==> src/rtl/paquete_uart_pkg.sv <==
// Shared types and constants for the inter-FPGA serial receive stage.
package paquete_uart_pkg;

   typedef enum logic [1:0] {
      ESPERA = 2'd0,
      INICIO = 2'd1,
      DATOS  = 2'd2,
      PARADA = 2'd3
   } estado_t;

   localparam int   ANCHO_DATO     = 8;
   localparam logic LINEA_INACTIVA = 1'b1;

   // Packet layout: {destination, data}
   localparam int DESTINO_MSB = 7;
   localparam int DESTINO_LSB = 4;
   localparam int DATO_MSB    = 3;
   localparam int DATO_LSB    = 0;

   function automatic logic [DESTINO_MSB-DESTINO_LSB:0] destinoPaquete(input logic [ANCHO_DATO-1:0] paquete);
      return paquete[DESTINO_MSB:DESTINO_LSB];
   endfunction

   function automatic logic [DATO_MSB-DATO_LSB:0] datoPaquete(input logic [ANCHO_DATO-1:0] paquete);
      return paquete[DATO_MSB:DATO_LSB];
   endfunction

endpackage

==> src/rtl/receptor_uart_if.sv <==
// Link between the serial line, the receiver and the packet processor.
interface receptor_uart_if;
   import paquete_uart_pkg::*;

   logic                  lineaRecepcionBits;
   logic [ANCHO_DATO-1:0] bitsRecibidos;
   logic                  recepcionFinalizada;
   logic                  errorTrama;
   logic                  ocupado;

   // Receiver side
   modport master (
      input  lineaRecepcionBits,
      output bitsRecibidos,
      output recepcionFinalizada,
      output errorTrama,
      output ocupado
   );

   // Line source / packet consumer side
   modport slave (
      output lineaRecepcionBits,
      input  bitsRecibidos,
      input  recepcionFinalizada,
      input  errorTrama,
      input  ocupado
   );

endinterface

==> src/rtl/generador_ticks_muestreo.sv <==
// Oversampling tick divider; clearing it realigns the sample phase.
module generador_ticks_muestreo #(
   parameter int CICLOS_POR_MUESTRA = 1
) (
   input  logic reloj,
   input  logic reinicio,
   input  logic limpiar,
   output logic tick
);

   localparam int ANCHO = (CICLOS_POR_MUESTRA > 1) ? $clog2(CICLOS_POR_MUESTRA) : 1;
   localparam logic [ANCHO-1:0] TERMINAL = ANCHO'(CICLOS_POR_MUESTRA - 1);

   logic [ANCHO-1:0] cuenta;

   // Free-running count 0..CICLOS_POR_MUESTRA-1, restarted by limpiar
   always_ff @(posedge reloj or negedge reinicio) begin
      if (!reinicio) begin
         cuenta <= '0;
      end else if (limpiar || (cuenta == TERMINAL)) begin
         cuenta <= '0;
      end else begin
         cuenta <= cuenta + ANCHO'(1);
      end
   end

   assign tick = (cuenta == TERMINAL);

endmodule

==> src/rtl/receptor_uart.sv <==
// 8N1 serial receiver producing {destination, data} packets for the processor.
module receptor_uart
   import paquete_uart_pkg::*;
#(
   parameter int FRECUENCIA_RELOJ = 50000000,
   parameter int BAUDIOS          = 9600,
   parameter int SOBREMUESTREO    = 16
) (
   input  logic            reloj,
   input  logic            reinicio,
   receptor_uart_if.master enlace
);

   localparam int CICLOS_POR_MUESTRA = FRECUENCIA_RELOJ / (BAUDIOS * SOBREMUESTREO);
   localparam int ANCHO_MUESTRA      = $clog2(SOBREMUESTREO);
   localparam int ANCHO_BITS         = $clog2(ANCHO_DATO);

   localparam logic [ANCHO_MUESTRA-1:0] MUESTRA_MITAD_INICIO = ANCHO_MUESTRA'(SOBREMUESTREO / 2 - 1);
   localparam logic [ANCHO_MUESTRA-1:0] MUESTRA_FINAL        = ANCHO_MUESTRA'(SOBREMUESTREO - 1);
   localparam logic [ANCHO_BITS-1:0]    ULTIMO_BIT           = ANCHO_BITS'(ANCHO_DATO - 1);

   logic [1:0] sincronizador;
   logic       lineaPrevia;
   logic [2:0] llenado;
   logic       lineaSincronizada;
   logic       flancoBajada;
   logic       tick;
   logic       limpiar;

   estado_t                estado, estadoSig;
   logic [ANCHO_MUESTRA-1:0] cuentaMuestras, cuentaMuestrasSig;
   logic [ANCHO_BITS-1:0]    cuentaBits, cuentaBitsSig;
   logic [ANCHO_DATO-1:0]    desplazamiento, desplazamientoSig;
   logic [ANCHO_DATO-1:0]    datoRecibido, datoRecibidoSig;
   logic                     finalizada, finalizadaSig;
   logic                     errorDetectado, errorDetectadoSig;

   assign lineaSincronizada = sincronizador[1];
   // llenado keeps the reset-time idle values of the pipeline from looking
   // like a real 1->0 transition when the line is already low at release.
   assign flancoBajada = llenado[2] & lineaPrevia & ~lineaSincronizada;

   // Two-flop synchronizer plus edge-detection flop
   always_ff @(posedge reloj or negedge reinicio) begin
      if (!reinicio) begin
         sincronizador <= {2{LINEA_INACTIVA}};
         lineaPrevia   <= LINEA_INACTIVA;
         llenado       <= '0;
      end else begin
         sincronizador <= {sincronizador[0], enlace.lineaRecepcionBits};
         lineaPrevia   <= lineaSincronizada;
         llenado       <= {llenado[1:0], 1'b1};
      end
   end

   generador_ticks_muestreo #(
      .CICLOS_POR_MUESTRA(CICLOS_POR_MUESTRA)
   ) generadorTicks (
      .reloj   (reloj),
      .reinicio(reinicio),
      .limpiar (limpiar),
      .tick    (tick)
   );

   // FSM, counters, shift register and output registers
   always_ff @(posedge reloj or negedge reinicio) begin
      if (!reinicio) begin
         estado         <= ESPERA;
         cuentaMuestras <= '0;
         cuentaBits     <= '0;
         desplazamiento <= '0;
         datoRecibido   <= '0;
         finalizada     <= 1'b0;
         errorDetectado <= 1'b0;
      end else begin
         estado         <= estadoSig;
         cuentaMuestras <= cuentaMuestrasSig;
         cuentaBits     <= cuentaBitsSig;
         desplazamiento <= desplazamientoSig;
         datoRecibido   <= datoRecibidoSig;
         finalizada     <= finalizadaSig;
         errorDetectado <= errorDetectadoSig;
      end
   end

   // Next-state and datapath decisions, all sampled on mid-bit ticks
   always_comb begin
      estadoSig         = estado;
      cuentaMuestrasSig = cuentaMuestras;
      cuentaBitsSig     = cuentaBits;
      desplazamientoSig = desplazamiento;
      datoRecibidoSig   = datoRecibido;
      finalizadaSig     = 1'b0;
      errorDetectadoSig = 1'b0;
      limpiar           = 1'b0;

      unique case (estado)
         ESPERA: begin
            if (flancoBajada) begin
               estadoSig         = INICIO;
               cuentaMuestrasSig = '0;
               limpiar           = 1'b1;
            end
         end
         INICIO: begin
            if (tick) begin
               if (cuentaMuestras == MUESTRA_MITAD_INICIO) begin
                  cuentaMuestrasSig = '0;
                  cuentaBitsSig     = '0;
                  estadoSig         = lineaSincronizada ? ESPERA : DATOS;
               end else begin
                  cuentaMuestrasSig = cuentaMuestras + ANCHO_MUESTRA'(1);
               end
            end
         end
         DATOS: begin
            if (tick) begin
               if (cuentaMuestras == MUESTRA_FINAL) begin
                  cuentaMuestrasSig = '0;
                  desplazamientoSig = {lineaSincronizada, desplazamiento[ANCHO_DATO-1:1]};
                  if (cuentaBits == ULTIMO_BIT) begin
                     estadoSig = PARADA;
                  end else begin
                     cuentaBitsSig = cuentaBits + ANCHO_BITS'(1);
                  end
               end else begin
                  cuentaMuestrasSig = cuentaMuestras + ANCHO_MUESTRA'(1);
               end
            end
         end
         PARADA: begin
            if (tick) begin
               if (cuentaMuestras == MUESTRA_FINAL) begin
                  cuentaMuestrasSig = '0;
                  estadoSig         = ESPERA;
                  if (lineaSincronizada) begin
                     datoRecibidoSig = desplazamiento;
                     finalizadaSig   = 1'b1;
                  end else begin
                     errorDetectadoSig = 1'b1;
                  end
               end else begin
                  cuentaMuestrasSig = cuentaMuestras + ANCHO_MUESTRA'(1);
               end
            end
         end
         default: estadoSig = ESPERA;
      endcase
   end

   assign enlace.bitsRecibidos       = datoRecibido;
   assign enlace.recepcionFinalizada = finalizada;
   assign enlace.errorTrama          = errorDetectado;
   assign enlace.ocupado             = (estado != ESPERA);

endmodule

==> src/flat_wrapper.sv <==
// flat-port wrapper written by rule: the top's interface ports become plain ports
module receptor_uart_flat import paquete_uart_pkg::*;
#(
   parameter int FRECUENCIA_RELOJ = 50000000,
   parameter int BAUDIOS          = 9600,
   parameter int SOBREMUESTREO    = 16
)
  (reloj, reinicio, enlace_lineaRecepcionBits, enlace_bitsRecibidos, enlace_recepcionFinalizada, enlace_errorTrama, enlace_ocupado);
  receptor_uart_if enlace_i ();
  input  logic reloj;
  input  logic reinicio;
  input wire logic [$bits(enlace_i.lineaRecepcionBits)-1:0] enlace_lineaRecepcionBits;
  output wire logic [$bits(enlace_i.bitsRecibidos)-1:0] enlace_bitsRecibidos;
  output wire logic [$bits(enlace_i.recepcionFinalizada)-1:0] enlace_recepcionFinalizada;
  output wire logic [$bits(enlace_i.errorTrama)-1:0] enlace_errorTrama;
  output wire logic [$bits(enlace_i.ocupado)-1:0] enlace_ocupado;
  assign enlace_i.lineaRecepcionBits = enlace_lineaRecepcionBits;
  assign enlace_bitsRecibidos = enlace_i.bitsRecibidos;
  assign enlace_recepcionFinalizada = enlace_i.recepcionFinalizada;
  assign enlace_errorTrama = enlace_i.errorTrama;
  assign enlace_ocupado = enlace_i.ocupado;
  receptor_uart #(.FRECUENCIA_RELOJ(FRECUENCIA_RELOJ), .BAUDIOS(BAUDIOS), .SOBREMUESTREO(SOBREMUESTREO)) u_core (.reloj(reloj), .reinicio(reinicio), .enlace(enlace_i));
endmodule
==> config.mk <==
export PLATFORM = sky130hd
export DESIGN_NAME = receptor_uart_flat
export DESIGN_NICKNAME = d
export VERILOG_FILES = /design/src/rtl/paquete_uart_pkg.sv /design/src/rtl/receptor_uart_if.sv /design/src/rtl/generador_ticks_muestreo.sv /design/src/rtl/receptor_uart.sv /design/src/flat_wrapper.sv
export SDC_FILE = /design/constraint.sdc
export NUM_CORES = 1
export LEC_CHECK = 0
export BUFFER_PORTS_ARGS = -buffer_cell sky130_fd_sc_hd__buf_2
export CAP_MARGIN = 20
export CORE_MARGIN = 3
export CORE_UTILIZATION = 27
export CTS_BUF_LIST = sky130_fd_sc_hd__clkbuf_8 sky130_fd_sc_hd__clkbuf_16
export CTS_CLUSTER_SIZE = 14
export DETAILED_ROUTE_END_ITERATION = 10
export GPL_TIMING_DRIVEN = 0
export PLACE_DENSITY = 0.48
export SYNTH_ARGS = -nofsm -noshare
export SYNTH_HDL_FRONTEND = slang
export SYNTH_SLANG_ARGS = --single-unit
==> constraint.sdc <==
create_clock -name reloj -period 1.8 [get_ports reloj]
set_input_delay 0.09 -clock reloj [delete_from_list [all_inputs] [get_ports reloj]]
set_output_delay 0.09 -clock reloj [all_outputs]
set_load 0.01 [all_outputs]
==> flow_summary.yaml, run 1 <==
grt:
  antenna_found_initial: 0
  grt_max_degree: 43
  overflow: 0
  grt_pass1_wl_um: 5710
  track_usage_pct: 9.37
  grt_pass1_vias: 1185
power:
  power.internal_mw: 1.44
  peakVddDrop_mv: 0.369
  p_sw_uw: 575
  p_comb_share_pct: 15.2
  p_sw_share_pct: 28.6
  p_leak_nw: 1.07
  powerDensity_nw_per_um2: 906
  power_frac_seq_pct: 55.6
  clockPowerShare_pct: 29.2
synth:
  synth.avg_cell_area_um2: 12.1
  ys_types: 38
  syn_inst: 153
  yosysSeqAreaShare_pct: 56.8
  ys.warnings.count: 0
  synth_fp_nets: 161
  synth_area_um2: 1860
  yosys_register_bits: 42
final_layout:
  diodes: 0
  syn2layout_area_growth_pct: 19.7
  final_common_cell: "dfrtp_1"
  layout.nets: 187
  final_cell_mix: "dfrtp_1, buf_2, nor2_1, inv_1, mux2_2"
  utilization_pct: 34.2
  fill_cells: 641
  drive_above_1_share_pct: 30.0
detailed_routing:
  wl_met1_um: 1550
  dr_wl_met3_um: 92
  wl_per_cell_um: 12.5
  wl_um: 3210
  viasPerCell: 4.56
  first_iter_violations: 46
  wl_met2_um: 1520
  via_count: 1173
  drt_pass1_iterations: 4
  ant_nets: 0
  drc_errors: 0
  highest_layer: "met4"
clock_network:
  root_buffer: "clkbuf_8"
  cts_sinks: 42
  cts_buffers: 5
  cts_tree: "built"
  clk_latency_ns: 0.29
  clk_pin_slew_worst_paths_ns: 0.08
  cts_buffer_depth: 2
  htreeDepth: 2
sta:
  slew_headroom_pct: 38.8
  tightestPinTransition_ns: 0.918
  finalCritPeriodShare_pct: 98.8
  final_hold_viol_count: 0
  final-setup-viol-count: 0
  drv_slew: 0
  finClkSkew_ns: 0.00837
  fmax_ghz: 0.562
  rsz0062_at_grt: "true"
  worst_slack_ns: 0.0212
  fin_crit_ns: 1.78
die:
  ioPinCount: 14
  initial_utilization_pct: 28.6
  die_h_um: 88.9
  die_area_um2: 7910
  die_w_um: 88.9
  placeableCoreArea_um2: 6490
  core.rowCount: 29
min_path:
  hold_class: "flop to flop"
setup_path:
  end_kind: "flop"
  crit_chain: "ha_4 > nand3_1 > nor2_2 > and3_4 > mux2_1"
  path_max_fanout: 8
  start_kind: "flop"
  cp_top_family: "simple AND/OR/NAND/NOR gates"
  critPathKind: "flop to flop"
  critPathArrivalTime_ns: 1.95
  critPathRequiredTime_ns: 1.97
  cp.buffers_inverters: 0
  slowest_delay_ns: 0.44
  regToRegSetupSlack_ns: 0.02
  cp_slowest_cell: "dfrtp_1"
placed_design:
  place_congestion: 0.713
  dpl.hpwl_um: 2090
  io_buffers: 13
  post-place-ws_ns: -0.240
run_status:
  status: "complete, no violations"
run:
  drv_cap: 0
-- cell type report --
class	count	area, um2	share of cell area, %
clock inverter	3	15.0	0.676
tap	77	96.3	4.34
multi-input combinational	95	786	35.4
inverter	9	33.8	1.52
buffer	6	45.0	2.03
timing repair buffer	20	123	5.52
clock buffer	5	68.8	3.10
sequential	42	1050	47.5
-- per-layer routing --
| layer | track usage, % | vias up |
|---|---|---|
| met1 | 12.0 | 577 |
| met2 | 14.8 | 15 |
| li1 | - | 577 |
| met3 | 2.49 | 4 |
| met5 | 0 | - |
| met4 | 4.12 | 0 |
-- synthesized netlist by cell type --
cell / number / share of area (%)
a31o_2: 1 / 0.47
nor4_4: 1 / 1.1
nand2_1: 5 / 1.0
a21oi_1: 1 / 0.27
a31oi_1: 1 / 0.34
buf_4: 3 / 1.2
o2bb2ai_1: 1 / 0.47
a41oi_1: 1 / 0.47
nor2b_1: 2 / 0.67
nand2b_1: 2 / 0.67
nor2_1: 15 / 3.0
o211ai_1: 1 / 0.40
conb_1: 1 / 0.20
nand3_1: 5 / 1.3
o22ai_1: 1 / 0.34
inv_1: 9 / 1.8
a21o_1: 1 / 0.40
nand3b_1: 2 / 0.81
dfstp_2: 3 / 4.2
o2111ai_1: 1 / 0.47
nand4_1: 4 / 1.3
nand4b_1: 1 / 0.47
mux2_1: 8 / 4.9
a22o_1: 1 / 0.47
ha_1: 5 / 3.4
mux2i_1: 1 / 0.54
o31a_1: 1 / 0.47
mux2_2: 11 / 6.7
and4_1: 1 / 0.47
a211oi_1: 1 / 0.40
xnor2_1: 3 / 1.4
or2_1: 2 / 0.67
dfrtp_1: 39 / 53
nor3_1: 2 / 0.54
and3_1: 4 / 1.3
and2_1: 2 / 0.67
xor2_1: 6 / 2.8
buf_2: 4 / 1.1
-- power groups by stage --
stage	Sequential (mW)	Clock [mW]	Combinational, mW
floorplan	1.13	0	0.195
global placement	1.16	0	0.248
detailed placement	1.16	0	0.249
CTS	1.12	0.617	0.310
global route	1.14	0.666	0.350
finish	1.12	0.587	0.306
-- stage by stage --
step	hold WS, ns	total power, mW	TNS (ns)	cell area [um2]	instances
finish	0.349	2.01	0	2220	257
global route	0.343	2.15	-1.64	2220	257
CTS	0.351	2.05	-0.00130	2170	256
detailed placement	0.196	1.41	-4.51	2020	243
global placement	0.200	1.41	-4.54	2020	243
floorplan	-0.206	1.33	0	1860	153
-- state kept, by name, summed over array words and instances (netlist names), 2 cells and up, named ones only --
register                      flops
u_core.cuentaBits                 3
u_core.cuentaMuestras             4
u_core.desplazamiento             8
u_core.enlace.bitsRecibidos       8
u_core.generadorTicks.cuenta      9
u_core.llenado                    3
u_core.sincronizador              2
-- path summary, 6_finish.rpt --
path                                                   end  cells past startpoint                     start
max                         u_core.enlace.bitsRecibidos[6]                      5  u_core.cuentaMuestras[0]
min                                      u_core.llenado[2]                      0         u_core.llenado[1]
max reg2reg                 u_core.enlace.bitsRecibidos[6]                      5  u_core.cuentaMuestras[0]
min reg2reg                              u_core.llenado[2]                      0         u_core.llenado[1]
max in group asynchronous  u_core.generadorTicks.cuenta[1]                      2                  reinicio
min in group asynchronous         u_core.cuentaMuestras[2]                      2                  reinicio
-- cells by family (layout without fill, tap and decap cells) --
family | after synthesis | in the layout | synth area share, %
compound gates | 12 | 12 | 4.99
xor+xnor | 9 | 9 | 4.25
fa+ha+maj | 5 | 5 | 3.37
buf+inv | 16 | 43 | 4.11
flops | 42 | 42 | 56.8
mux | 20 | 20 | 12.1
other cells | 1 | 1 | 0.202
simple gates | 48 | 48 | 14.2
-- timing repair --
| item | 4_1_cts | 5_1_grt |
|---|---|---|
| setup buffers | 3 | 2 |
| endpoints found under the setup margin | 34 | 25 |
| hold buffers | 2 | 0 |
| pin swaps | 1 | 5 |
| hold endpoints to repair | 40 | 0 |
| gates resized for setup | 6 | 9 |
Note: power is estimated with default switching activity, not from simulation.
==> run 2, diff against run 1 <==
Settings changed: SYNTH_HIERARCHICAL set to 1.
==> flow_summary.yaml, run 2 <==
run_status:
  status: "finished with violations"
  violations: "negative setup slack"
synth:
  synth.avg_cell_area_um2: 12.5
  yosys_register_bits: 42
  synth.cells.most_frequent: "dfrtp_1, inv_1, mux2_2"
  synth_area_um2: 1910
  synth_edf_count: 0
  synth_top_area_share_pct: 51.2
  ys.warnings.count: 6
  yosysMostFrequentCell: "dfrtp_1"
  async_flop_share_pct: 100
  synth_top_flop_cell: "dfrtp_1"
  ys_types: 43
  yosysSeqAreaShare_pct: 55.4
  yosys-top-cells-area: "dfrtp_1, mux2_2, mux2_4"
  syn_inst: 153
  synth_area_leader_cell: "dfrtp_1"
  synth_fp_nets: 161
die:
  initial_utilization_pct: 28.9
  placeableCoreArea_um2: 6600
  core.rowCount: 29
  die_area_um2: 8100
  die_w_um: 90.0
  ioPinCount: 14
  die_h_um: 90.0
sta:
  final_hold_viol_count: 0
  tightestPinTransition_ns: 0.934
  final-setup-viol-count: 20
  worst_slack_ns: -0.338
  fmax_ghz: 0.468
  drv_slew: 0
  fin_crit_ns: 2.14
  finClkSkew_ns: 0.00312
  finalSetupTns_ns: -5.15
  finalCritPeriodShare_pct: 119
  rsz0062_at_grt: "true"
  slew_headroom_pct: 37.7
grt:
  track_usage_pct: 9.06
  overflow: 0
  antenna_found_initial: 0
  grt_pass1_wl_um: 6090
  grt_pass1_vias: 1290
  grt_max_degree: 43
clock_network:
  clk_latency_ns: 0.29
  cts_buffers: 5
  htreeDepth: 2
  cts_tree: "built"
  clk_pin_slew_worst_paths_ns: 0.08
  cts_buffer_depth: 2
  cts_sinks: 42
  root_buffer: "clkbuf_8"
detailed_routing:
  drc_errors: 0
  via_count: 1266
  ant_nets: 0
  wl_per_cell_um: 13.3
  drt_pass1_iterations: 4
  first_iter_violations: 75
  viasPerCell: 4.51
  wl_um: 3730
run:
  drv_cap: 0
final_layout:
  layout.nets: 195
  final_common_cell: "dfrtp_1"
  drive_above_1_share_pct: 42.0
  fill_cells: 674
  finalInstanceArea_um2: 2440
  largest_reg_flops: 9
  syn2layout_area_growth_pct: 28.0
  final_cell_mix: "dfrtp_1, buf_2, mux2_4, inv_1, nor2_1"
  largest_register: "u_core/generadorTicks/cuenta"
  diodes: 0
setup_path:
  start_kind: "flop"
  cp_num_cells: 6
  critPathArrivalTime_ns: 2.31
  path_max_fanout: 5
  end_kind: "flop"
  crit_chain: "nand4bb_4 > nor4_4 > nand4_2 > or3_4 > buf_6 > mux2_4"
  cp_slowest_cell: "dfrtp_2"
  critPathKind: "flop to flop"
  cp_top_family: "simple AND/OR/NAND/NOR gates"
  slowest_delay_ns: 0.44
  cp.buffers_inverters: 1
  critPathRequiredTime_ns: 1.98
  r2r_cells: 6
power:
  p_leak_nw: 1.17
  powerDensity_nw_per_um2: 894
  peakVddDrop_mv: 0.396
placed_design:
  io_buffers: 13
  dpl.hpwl_um: 2350
  place_congestion: 0.734
  place_area_um2: 2120
  post-place-ws_ns: -0.500
min_path:
  hold_class: "flop to flop"
  hold_depth: 0
run 2: cell types whose count changed after synthesis, sizes merged, moves of 2 or more:
cell / delta
a21oi: +5
and3: -4
inv: +2
nand3b: -2
nor2: -4
nor2b: -2
nor3b: +3
o21a: +2
o21ai: +5
or3: +5
xor2: -4
run 2: final timing paths:
kind	from	endpoint	slack (ns)
min reg2reg	u_core/llenado[1]	u_core/llenado[2]	0.36
max	u_core/generadorTicks/cuenta[5]	u_core/enlace.bitsRecibidos[1]	-0.34
min in group asynchronous	reinicio	u_core/cuentaMuestras[2]	0.48
max in group asynchronous	reinicio	u_core/generadorTicks/cuenta[2]	0.68
max reg2reg	u_core/generadorTicks/cuenta[5]	u_core/enlace.bitsRecibidos[1]	-0.34
min	u_core/llenado[1]	u_core/llenado[2]	0.36
run 2: power by group:
| part | switching (mW) | leakage [nW] | internal [mW] |
|---|---|---|---|
| Combinational | 0.179 | 0.571 | 0.143 |
| Clock | 0.319 | 0.0556 | 0.408 |
| Sequential | 0.101 | 0.548 | 1.03 |
run 2: kinds of logic (layout without fill, tap and decap cells):
logic type | Yosys count | after routing | share of synthesized area [%]
compound gates | 23 | 23 | 9.39
other cells | 1 | 1 | 0.197
xor+xnor | 4 | 4 | 1.84
fa+ha+maj | 5 | 5 | 3.28
simple gates | 42 | 42 | 12.9
mux | 19 | 19 | 12.8
flops | 42 | 42 | 55.4
buf+inv | 17 | 52 | 4.20
run 2: final cells by class:
type	count	area [um2]	share of cell area, %
Sequential cell	42	1060	43.4
Multi-Input combinational cell	94	876	35.9
Tap cell	93	116	4.77
Clock inverter	3	41.3	1.69
Buffer	6	38.8	1.59
Clock buffer	5	68.8	2.82
Timing Repair Buffer	27	199	8.16
Inverter	11	41.3	1.69
run 2: worst register-to-register path, stage by stage (launching register included):
cell,delay (ns)
dfrtp_2,0.44
nand4bb_4,0.22
nor4_4,0.30
nand4_2,0.19
or3_4,0.43
buf_6,0.15
mux2_4,0.29
run 2: routing by layer:
metal / GRT usage [%] / share of wire, % / vias to the layer above
met1: 11.4 / 47 / 641
li1: - / - / 604
met4: 3.06 / 1.1 / 0
met2: 14.9 / 49 / 17
met5: 0 / 0 / -
met3: 2.50 / 3.5 / 4
run 2: stage by stage:
step	instances	util (%)	power, mW	hold WS (ns)
2_1_floorplan	153	-	1.35	-0.206
3_3_place_gp	259	32.1	1.42	0.198
3_5_place_dp	259	32.1	1.44	0.197
4_1_cts	277	35.8	2.21	0.358
5_1_grt	281	36.9	2.32	0.362
6_report	281	36.9	2.18	0.356
run 2: timing repair:
action                                 in CTS  in global routing
setup buffers                               7                  4
hold buffers                                2                  0
endpoints found under the hold margin      40                  0
setup endpoints to repair                  22                 25
pin swaps                                   6                  6
gates cloned                                1                  0
resized for setup                           9                 13
==> run 3, diff against run 2 <==
Settings changed: ABC_AREA set to 1, PLACE_DENSITY 0.48 to 0.47.
==> flow_summary.yaml, run 3 <==
synth:
  synth_area_um2: 1950
  synth_top_flop_cell: "dfrtp_1"
  async_flop_share_pct: 100
  synth_area_leader_cell: "dfrtp_1"
  synth_top_area_share_pct: 50.1
  ys.warnings.count: 6
  synth_fp_nets: 226
  yosys_register_bits: 42
  yosys-top-cells-area: "dfrtp_1, nand2_1, inv_1"
  yosysSeqAreaShare_pct: 54.1
  synth.cells.most_frequent: "nand2_1, dfrtp_1, inv_1"
  synth.avg_cell_area_um2: 8.94
  synth_edf_count: 0
  yosysMostFrequentCell: "nand2_1"
  ys_types: 25
  syn_inst: 218
sta:
  final-setup-viol-count: 0
  finClkSkew_ns: 0.00442
  fin_crit_ns: 1.63
  finalSetupTns_ns: 0
  rsz0062_at_grt: "false"
  slew_headroom_pct: 38.9
  tightestPinTransition_ns: 0.917
  final_hold_viol_count: 0
  finalCritPeriodShare_pct: 90.8
  drv_slew: 0
  fmax_ghz: 0.612
clock_network:
  cts_tree: "built"
  cts_sinks: 42
  cts_buffers: 5
  clk_pin_slew_worst_paths_ns: 0.08
  cts_buffer_depth: 2
  clk_latency_ns: 0.28
  root_buffer: "clkbuf_8"
  htreeDepth: 2
setup_path:
  cp.buffers_inverters: 3
  worst_r2r_endpoint: "u_core/enlace.bitsRecibidos[5]"
  path_max_fanout: 10
  slowest_delay_ns: 0.44
  end_kind: "flop"
  critPathKind: "flop to flop"
  cp_top_family: "simple AND/OR/NAND/NOR gates"
  crit_top_cell: "nand2_1"
  r2r-start: "u_core/generadorTicks/cuenta[0]"
  r2r_cells: 10
  endpoint: "u_core/enlace.bitsRecibidos[5]"
  cp_slowest_cell: "dfrtp_1"
  regToRegSetupSlack_ns: 0.17
  startpoint: "u_core/generadorTicks/cuenta[0]"
  crit_chain: "inv_2 > ha_1 > nand2_1 > nor2_1 > nand2_2 > clkinv_4 > nand4_4 > buf_8 > nand2_1 > o21ai_2"
  critPathArrivalTime_ns: 1.81
  start_kind: "flop"
  cp_num_cells: 10
  critPathRequiredTime_ns: 1.98
placed_design:
  io_buffers: 13
  numPlacedInstances: 327
  place_congestion: 0.772
  dpl.hpwl_um: 2410
power:
  p_sw_share_pct: 34.0
  power.internal_mw: 1.50
  clockPowerShare_pct: 24.7
  peakVddDrop_mv: 0.270
  p_leak_nw: 1.11
  p_sw_uw: 772
  power_frac_seq_pct: 51.9
  p_comb_share_pct: 23.5
  powerDensity_nw_per_um2: 1010
final_layout:
  largest_reg_flops: 9
  fin_cells: 337
  drive_above_1_share_pct: 23.2
  diodes: 0
  syn2layout_area_growth_pct: 15.5
  final_common_cell: "nand2_1"
  utilization_pct: 32.6
  largest_register: "u_core/generadorTicks/cuenta"
  fill_cells: 764
  final_cell_mix: "nand2_1, dfrtp_1, inv_1, nor2_1"
  layout.nets: 249
die:
  initial_utilization_pct: 28.2
  core.rowCount: 30
  ioPinCount: 14
  die_area_um2: 8270
  die_h_um: 90.9
  placeableCoreArea_um2: 6910
  die_w_um: 90.9
detailed_routing:
  first_iter_violations: 73
  drc_errors: 0
  via_count: 1356
  ant_nets: 0
  viasPerCell: 4.02
  wl_per_cell_um: 9.96
  drt_pass1_iterations: 4
  wl_um: 3360
grt:
  track_usage_pct: 8.52
  antenna_found_initial: 0
  grt_max_degree: 43
  grt_pass1_wl_um: 5750
  grt_pass1_vias: 1249
  overflow: 0
run_status:
  status: "complete, no violations"
run:
  drv_cap: 0
min_path:
  hold_class: "flop to flop"
  min_from: "u_core/llenado[1]"
==> run 3: changes by cell type after synthesis, moves of 6 or more <==
cell / delta
nor2_1: +7
o21ai_2: +7
mux2_2: -11
nand2_1: +59
inv_1: +15
inv_2: +6
nand3_1: +8
o21ai_1: +9
mux2_4: -8
==> run 3: timing repair <==
action / in CTS / in global routing
endpoints found under the hold margin: 40 / 0
gates resized for setup: 1 / 5
hold buffers: 2 / 0
setup endpoints to repair: 16 / 21
pin swaps: 0 / 1
buffers inserted: 0 / 1
==> run 3: worst min-delay path by stage <==
| stage | to | slack (ns) | cells past startpoint |
|---|---|---|---|
| after detailed placement | u_core/sincronizador[0] | 0.20 | 1 |
| final | u_core/llenado[2] | 0.35 | 0 |
| after global placement | u_core/sincronizador[0] | 0.20 | 1 |
| after global routing | u_core/sincronizador[1] | 0.36 | 0 |
| after floorplan | async pin | -0.21 | 0 |
| after CTS | u_core/llenado[2] | 0.35 | 0 |
==> run 3: final cells by class <==
cell class | instances | area, um2 | share of cell area (%)
Sequential cell | 42 | 1050 | 46.9
Clock inverter | 2 | 10.0 | 0.445
Tap cell | 96 | 120 | 5.34
Buffer | 2 | 26.3 | 1.17
Clock buffer | 5 | 68.8 | 3.06
Timing Repair Buffer | 16 | 92.6 | 4.11
Multi-Input combinational cell | 142 | 753 | 33.5
Inverter | 32 | 125 | 5.56
==> run 3: logic make-up after synthesis <==
| family | share of synthesized area (%) |
|---|---|
| AOI/OAI and AO/OA | 7.06 |
| xor gates and xnor gates | 1.80 |
| adders and majority gates | 3.21 |
| buffers and inverters | 7.32 |
| DFF | 54.1 |
| other | 0.192 |
| and+or+nand+nor | 26.3 |
==> run 3: layer usage <==
metal	vias up	GRT usage (%)	routed length, um
met5	-	0	0
met4	0	3.02	31
met3	2	2.24	104
met2	17	13.4	1560
met1	620	11.3	1660
li1	717	-	-
==> run 3: power by group through the flow <==
stage / Clock [mW] / Combinational (mW) / Sequential, mW
6_report: 0.560 / 0.533 / 1.18
5_1_grt: 0.631 / 0.618 / 1.20
3_3_place_gp: 0 / 0.529 / 1.19
2_1_floorplan: 0 / 0.421 / 1.16
4_1_cts: 0.596 / 0.545 / 1.17
3_5_place_dp: 0 / 0.540 / 1.19
==> run 3: through the flow <==
stage / power (mW) / hold slack (ns) / worst slack, ns / cell area (um2)
2_1_floorplan: 1.58 / -0.206 / 0.183 / 1950
3_3_place_gp: 1.72 / 0.196 / -0.0929 / 2130
3_5_place_dp: 1.73 / 0.197 / -0.0996 / 2130
4_1_cts: 2.31 / 0.354 / 0.00848 / 2230
5_1_grt: 2.44 / 0.362 / 0.0236 / 2250
6_report: 2.27 / 0.351 / 0.165 / 2250
